**src/rtl/tetris_sched_pkg.sv**
```systemverilog
// Shared types and constants for the Tetris frame scheduler.
package tetris_sched_pkg;

  typedef enum logic [2:0] {
    IDLE,
    WAIT_EVT,
    STEP,
    SETTLE,
    REFRESH,
    WAIT_DONE
  } state_t;

  // {grid_ctrl1, grid_ctrl2} qualifier encodings
  localparam logic [1:0] CTRL_NONE = 2'b00;
  localparam logic [1:0] CTRL_1    = 2'b10;
  localparam logic [1:0] CTRL_2    = 2'b01;

  localparam int FRAME_CNT_W = 16;

  function automatic logic is_busy(input state_t s);
    return (s == STEP) || (s == SETTLE) || (s == REFRESH) || (s == WAIT_DONE);
  endfunction

endpackage

```
**src/rtl/ctrl_edge_latch.sv**
```systemverilog
// Rising-edge detector feeding a one-deep sticky pending flag.
module ctrl_edge_latch (
  input  logic clock,
  input  logic reset,
  input  logic en,
  input  logic d,
  input  logic clr,
  output logic pend
);

  logic prev_q, prev_d;
  logic pend_q, pend_d;

  // A new edge in the same cycle as a clear keeps the flag set.
  always_comb begin
    prev_d = d;
    pend_d = (en && d && !prev_q) || (pend_q && !clr);
  end

  always_ff @(posedge clock) begin
    if (reset) begin
      prev_q <= 1'b0;
      pend_q <= 1'b0;
    end else begin
      prev_q <= prev_d;
      pend_q <= pend_d;
    end
  end

  assign pend = pend_q;

endmodule

```
**src/rtl/frame_scheduler.sv**
```systemverilog
// Orders grid steps and LED frame sends so a frame is never torn mid-transfer.
module frame_scheduler
  import tetris_sched_pkg::*;
#(
  parameter int TICK_DIV = 12_500_000,
  parameter int TIMEOUT  = 65_535
) (
  input  logic                   clock,
  input  logic                   reset,
  input  logic                   start,
  input  logic                   ctrl1_in,
  input  logic                   ctrl2_in,
  input  logic                   led_finished,
  output logic                   grid_enable,
  output logic                   grid_ctrl1,
  output logic                   grid_ctrl2,
  output logic                   led_start,
  output logic                   busy,
  output logic [FRAME_CNT_W-1:0] frame_count,
  output logic                   timeout_err
);

  localparam int TICK_W = $clog2(TICK_DIV);
  localparam int WD_W   = $clog2(TIMEOUT);

  state_t                  state_q, state_d;
  logic [TICK_W-1:0]       tick_cnt_q, tick_cnt_d;
  logic [WD_W-1:0]         wd_q, wd_d;
  logic                    tick_pend_q, tick_pend_d;
  logic [1:0]              qual_q, qual_d;
  logic                    grid_enable_q, grid_enable_d;
  logic                    led_start_q, led_start_d;
  logic                    busy_q, busy_d;
  logic                    timeout_err_q, timeout_err_d;
  logic [FRAME_CNT_W-1:0]  frame_count_q, frame_count_d;

  logic       active, in_step, tick_hit;
  logic [1:0] ctrl_in, ctrl_pend, ctrl_clr;

  assign active   = (state_q != IDLE);
  assign in_step  = (state_q == STEP);
  assign ctrl_in  = {ctrl1_in, ctrl2_in};
  // qual_q holds the serviced source during STEP, so it selects which flag to drop.
  assign ctrl_clr = {2{!active}} | ({2{in_step}} & qual_q);

  generate
    for (genvar i = 0; i < 2; i++) begin : g_ctrl
      ctrl_edge_latch u_latch (
        .clock (clock),
        .reset (reset),
        .en    (active),
        .d     (ctrl_in[i]),
        .clr   (ctrl_clr[i]),
        .pend  (ctrl_pend[i])
      );
    end
  endgenerate

  always_comb begin
    tick_hit      = active && (tick_cnt_q == TICK_W'(TICK_DIV - 1));
    tick_cnt_d    = (!active || tick_hit) ? '0 : tick_cnt_q + 1'b1;
    tick_pend_d   = tick_hit ||
                    (tick_pend_q && active && !(in_step && qual_q == CTRL_NONE));
    state_d       = state_q;
    wd_d          = wd_q;
    frame_count_d = frame_count_q;
    timeout_err_d = timeout_err_q;
    qual_d        = CTRL_NONE;

    case (state_q)
      IDLE:     if (start) state_d = WAIT_EVT;
      WAIT_EVT: begin
        if (!start) begin
          state_d = IDLE;
        end else if (ctrl_pend[1]) begin
          state_d = STEP;
          qual_d  = CTRL_1;
        end else if (ctrl_pend[0]) begin
          state_d = STEP;
          qual_d  = CTRL_2;
        end else if (tick_pend_q) begin
          state_d = STEP;
        end
      end
      STEP:     state_d = SETTLE;
      SETTLE:   state_d = REFRESH;
      REFRESH: begin
        state_d = WAIT_DONE;
        wd_d    = '0;
      end
      WAIT_DONE: begin
        if (led_finished) begin
          frame_count_d = frame_count_q + 1'b1;
          state_d       = WAIT_EVT;
        end else if (wd_q == WD_W'(TIMEOUT - 1)) begin
          timeout_err_d = 1'b1;
          state_d       = WAIT_EVT;
        end else begin
          wd_d = wd_q + 1'b1;
        end
      end
      default:  state_d = IDLE;
    endcase

    grid_enable_d = (state_d == STEP);
    led_start_d   = (state_d == REFRESH);
    busy_d        = is_busy(state_d);
  end

  always_ff @(posedge clock) begin
    if (reset) begin
      state_q       <= IDLE;
      tick_cnt_q    <= '0;
      wd_q          <= '0;
      tick_pend_q   <= 1'b0;
      qual_q        <= CTRL_NONE;
      grid_enable_q <= 1'b0;
      led_start_q   <= 1'b0;
      busy_q        <= 1'b0;
      timeout_err_q <= 1'b0;
      frame_count_q <= '0;
    end else begin
      state_q       <= state_d;
      tick_cnt_q    <= tick_cnt_d;
      wd_q          <= wd_d;
      tick_pend_q   <= tick_pend_d;
      qual_q        <= qual_d;
      grid_enable_q <= grid_enable_d;
      led_start_q   <= led_start_d;
      busy_q        <= busy_d;
      timeout_err_q <= timeout_err_d;
      frame_count_q <= frame_count_d;
    end
  end

  assign grid_enable = grid_enable_q;
  assign grid_ctrl1  = qual_q[1];
  assign grid_ctrl2  = qual_q[0];
  assign led_start   = led_start_q;
  assign busy        = busy_q;
  assign timeout_err = timeout_err_q;
  assign frame_count = frame_count_q;

endmodule

```
**config.mk**
```make
export PLATFORM = sky130hd
export DESIGN_NAME = frame_scheduler
export DESIGN_NICKNAME = d
export VERILOG_FILES = /design/src/rtl/tetris_sched_pkg.sv /design/src/rtl/ctrl_edge_latch.sv /design/src/rtl/frame_scheduler.sv
export SDC_FILE = /design/constraint.sdc
export NUM_CORES = 1
export LEC_CHECK = 0
export BUFFER_PORTS_ARGS = -buffer_cell sky130_fd_sc_hd__buf_2
export CELL_PAD_IN_SITES_DETAIL_PLACEMENT = 1
export CELL_PAD_IN_SITES_GLOBAL_PLACEMENT = 1
export CORE_MARGIN = 2
export CORE_UTILIZATION = 48
export CTS_CLUSTER_SIZE = 28
export DETAILED_ROUTE_END_ITERATION = 16
export GPL_ROUTABILITY_DRIVEN = 0
export HOLD_SLACK_MARGIN = 0.08
export PLACE_DENSITY_LB_ADDON = 0.1
export SYNTH_ARGS = -nofsm -noshare
export SYNTH_HDL_FRONTEND = slang
export SYNTH_HIERARCHICAL = 1
export SYNTH_SLANG_ARGS = --single-unit
export TNS_END_PERCENT = 20
```
**constraint.sdc**
```tcl
create_clock -name clock -period 6 [get_ports clock]
set_clock_uncertainty 0.05 [all_clocks]
set_input_delay 0.3 -clock clock [delete_from_list [all_inputs] [get_ports clock]]
set_output_delay 0.3 -clock clock [all_outputs]
set_load 0.05 [all_outputs]
```
==> flow_summary_export.csv <==
group,metric,value,unit
critical_path,path_delay_family,"simple AND/OR/NAND/NOR gates",
critical_path,path_buf_inv,0,
critical_path,crit_fanout,16,
clock_network,path_clk_slew,0.08,ns
min_path,min_path_type,"input pin to flop",
placed_design,hpwl,5.120,mm
pwr,p_leak,1.178,nW
global_route,grt_max_degree,34,
final_layout,synthToLayoutAreaGrowth,11.57,%
sta,period_share,37.97,%
clock_network,clockBufferDepth,2,
clock_network,cts-resized-gates,0,
pwr,ir_worst_vdd,115.5,µV
detailed_routing,firstDrtPassIters,4,
logic_synthesis,synthesis.area,3254,µm²
critical_path,crit_path_end_kind,"flop",
sta,fmax,0.4390,GHz
clock_network,cts_setup_buffers,0,
detailed_routing,viasPerCell,5.871,
logic_synthesis,syn_avg_cell_area,8.519,µm²
critical_path,cp.arrival,2.50,ns
final_layout,final_cell_mix,"70 x dfxtp_1, 36 x nor2_1, 33 x a21oi_1",
detailed_routing,drc,0,
clock_network,cts_tree,"yes",
floorplanning,fp.dieH,86.34,µm
final_layout,drive_gt1_share,13.90,%
floorplanning,core_area,6681,µm²
global_route,grt_first_pass_wirelength,12.68,mm
clock_network,numCtsBuffers,9,
logic_synthesis,yosys_warnings,6,
global_route,grt_usage,20.99,%
detailed_routing,final_antenna_net_count,0,
critical_path,startpoint_type,"flop",
floorplanning,row_count,30,
status,outcome,"completed",
critical_path,worst_ep_required_time,6.23,ns
run,cap_viol_max_count,0,
clock_network,cts_root_buf,"clkbuf_8",
sta,slew_violations,0,
detailed_routing,wl_per_cell,15.38,µm
sta,tns,0,ns
global_route,antenna_found_initial,0,
sta,period_minus_slack,2.278,ns
floorplanning,pin_count,28,
pwr,power_density,241.8,nW/µm²
logic_synthesis,ys_types,51,
logic_synthesis,ys_seq_elements,70,
critical_path,critPathSlowestCell,"dfxtp_1",
sta,slew_headroom,59.81,%
final_layout,final_core_util,54.34,%
logic_synthesis,synth_nets,392,
floorplanning,dieArea,7455,µm²
clock_network,htree_levels,3,
critical_path,critPathKind,"flop to flop",
clock_network,insertion_delay,0.35,ns
global_route,grt_pass1_vias,2788,
final_layout,n_fill_cell,821,
floorplanning,start_util,48.71,%
detailed_routing,drt-initial-drc-count,84,
critical_path,path_cells,"nand4b_1 > or2_1 > or4_1 > a21oi_1",
floorplanning,die_x,86.34,µm
clock_network,cts_sinks,70,
logic_synthesis,synth_edf_count,0,
detailed_routing,num_vias,2877,
final_layout,nets,415,
sta,rsz0062_at_grt,"no",
logic_synthesis,synth_flop_cell,"dfxtp_1",
clock_network,cts-hold-fix-buffers,0,
sta,hold_viol,0,
final_layout,num_antenna_cells,0,
logic_synthesis,syn_inst,382,
critical_path,slowest_delay,0.63,ns
placed_design,port_buffers,27,
logic_synthesis,ys_async_sr_fraction,0,%
logic_synthesis,seq_area_frac_synth,43.06,%
sta,worst_pin_slew,0.6028,ns
final_layout,mostFrequentLayoutCell,"dfxtp_1",
detailed_routing,wl,7.535,mm
global_route,grt_overflow,0,
sta,final-setup-viol-count,0,
## flip-flops by register name, indices dropped and copies added (netlist names)
name and flops:
tick_cnt_q 24, led_start 1, tick_pend_q 1, g_ctrl.u_latch/pend 2, busy 1, state_q 3
qual_q 2, wd_q 16, g_ctrl.u_latch/prev_q 2, timeout_err 1, frame_count 16, grid_enable 1
## worst paths after layout
check / from / endpoint / slack (ns) / depth (start not counted)
setup / recovery: state_q[2] / frame_count[13] / 3.72 / 4
hold / removal: ctrl1_in / g_ctrl[1].u_latch/prev_q / 0.14 / 2
setup reg to reg: state_q[2] / frame_count[13] / 3.72 / 4
hold reg to reg: tick_cnt_q[0] / tick_cnt_q[0] / 0.42 / 1
## synth_stat cells (2+ instances only)
cell type  instances  area (µm²)
nand2b_1           5       31.28
xnor2_1           12       105.1
clkbuf_1          11       41.29
o211ai_1           4       30.03
nand4_1           17       106.4
buf_2              4       20.02
or3_1             16       100.1
o31ai_1           13       97.59
a21boi_0           2       15.01
and3_1             3       18.77
nand3_1           16       80.08
nand3b_1           3       22.52
inv_1             12       45.04
dfxtp_1           70        1401
nor2b_1            6       37.54
nor2_1            36       135.1
nand2_1           28       105.1
o41ai_1            3       26.28
or4_1             15       112.6
ha_1               4       50.05
a21oi_1           33       165.2
or4_4              2       22.52
o21ai_0           16       80.08
and2_1             2       12.51
nor3b_1            2       15.01
nor4_1             6       37.54
and4_1             2       17.52
nor3_1             9       45.04
xor2_1             8       70.07
## metrics by stage
| stage | setup WS [ns] | instances | hold WS [ns] | instance area (µm²) | power [mW] |
|---|---|---|---|---|---|
| final | 3.722 | 490 | 0.1381 | 3631 | 0.8780 |
| after detailed placement | 3.774 | 474 | 0.4023 | 3433 | 0.5011 |
| after floorplan | 3.743 | 382 | 0.3191 | 3254 | 0.4942 |
| after CTS | 3.715 | 490 | 0.1223 | 3631 | 0.8901 |
| after global placement | 3.882 | 474 | 0.3963 | 3433 | 0.5005 |
| after global routing | 3.543 | 490 | 0.1439 | 3631 | 0.9135 |
## final cells by class
| type | count | area (µm²) | area share, % |
|---|---|---|---|
| multi-input combinational | 283 | 1737 | 47.83 |
| tap | 80 | 100.1 | 2.757 |
| timing repair buffer | 29 | 150.1 | 4.135 |
| clock buffer | 9 | 123.9 | 3.411 |
| inverter | 12 | 45.04 | 1.241 |
| clock inverter | 7 | 73.82 | 2.033 |
| sequential | 70 | 1401 | 38.59 |
## logic make-up after synthesis
| kind of cell | count (synthesis) | synth area share [%] |
|---|---|---|
| xor+xnor | 20 | 5.383 |
| simple gates | 181 | 31.57 |
| fa+ha+maj | 4 | 1.538 |
| compound gates | 77 | 14.34 |
| buf+inv | 29 | 3.768 |
| mux | 1 | 0.3460 |
| flops | 70 | 43.06 |
## where the power goes
| group | switching, mW | leakage [nW] | total, mW | internal, mW |
|---|---|---|---|---|
| sequential | 0.00286 | 0.565 | 0.469 | 0.466 |
| clock | 0.194 | 0.0996 | 0.388 | 0.193 |
| combinational | 0.0146 | 0.514 | 0.0210 | 0.00643 |
| total | 0.212 | 1.18 | 0.878 | 0.666 |
## routing by layer
metal  global-route usage (%)  part of all wire [%]
met5                        0                     0
met4                    8.381                   1.5
met3                    3.143                   1.6
met2                    35.10                    49
met1                    27.19                    48
## worst reg2reg max path, delay by kind of cell, from the launching register on
kind,cells,cell delay (ns)
flops,1,0.63
simple gates,3,1.38
compound gates,1,0.15
Note: power is estimated with default switching activity, not from simulation.
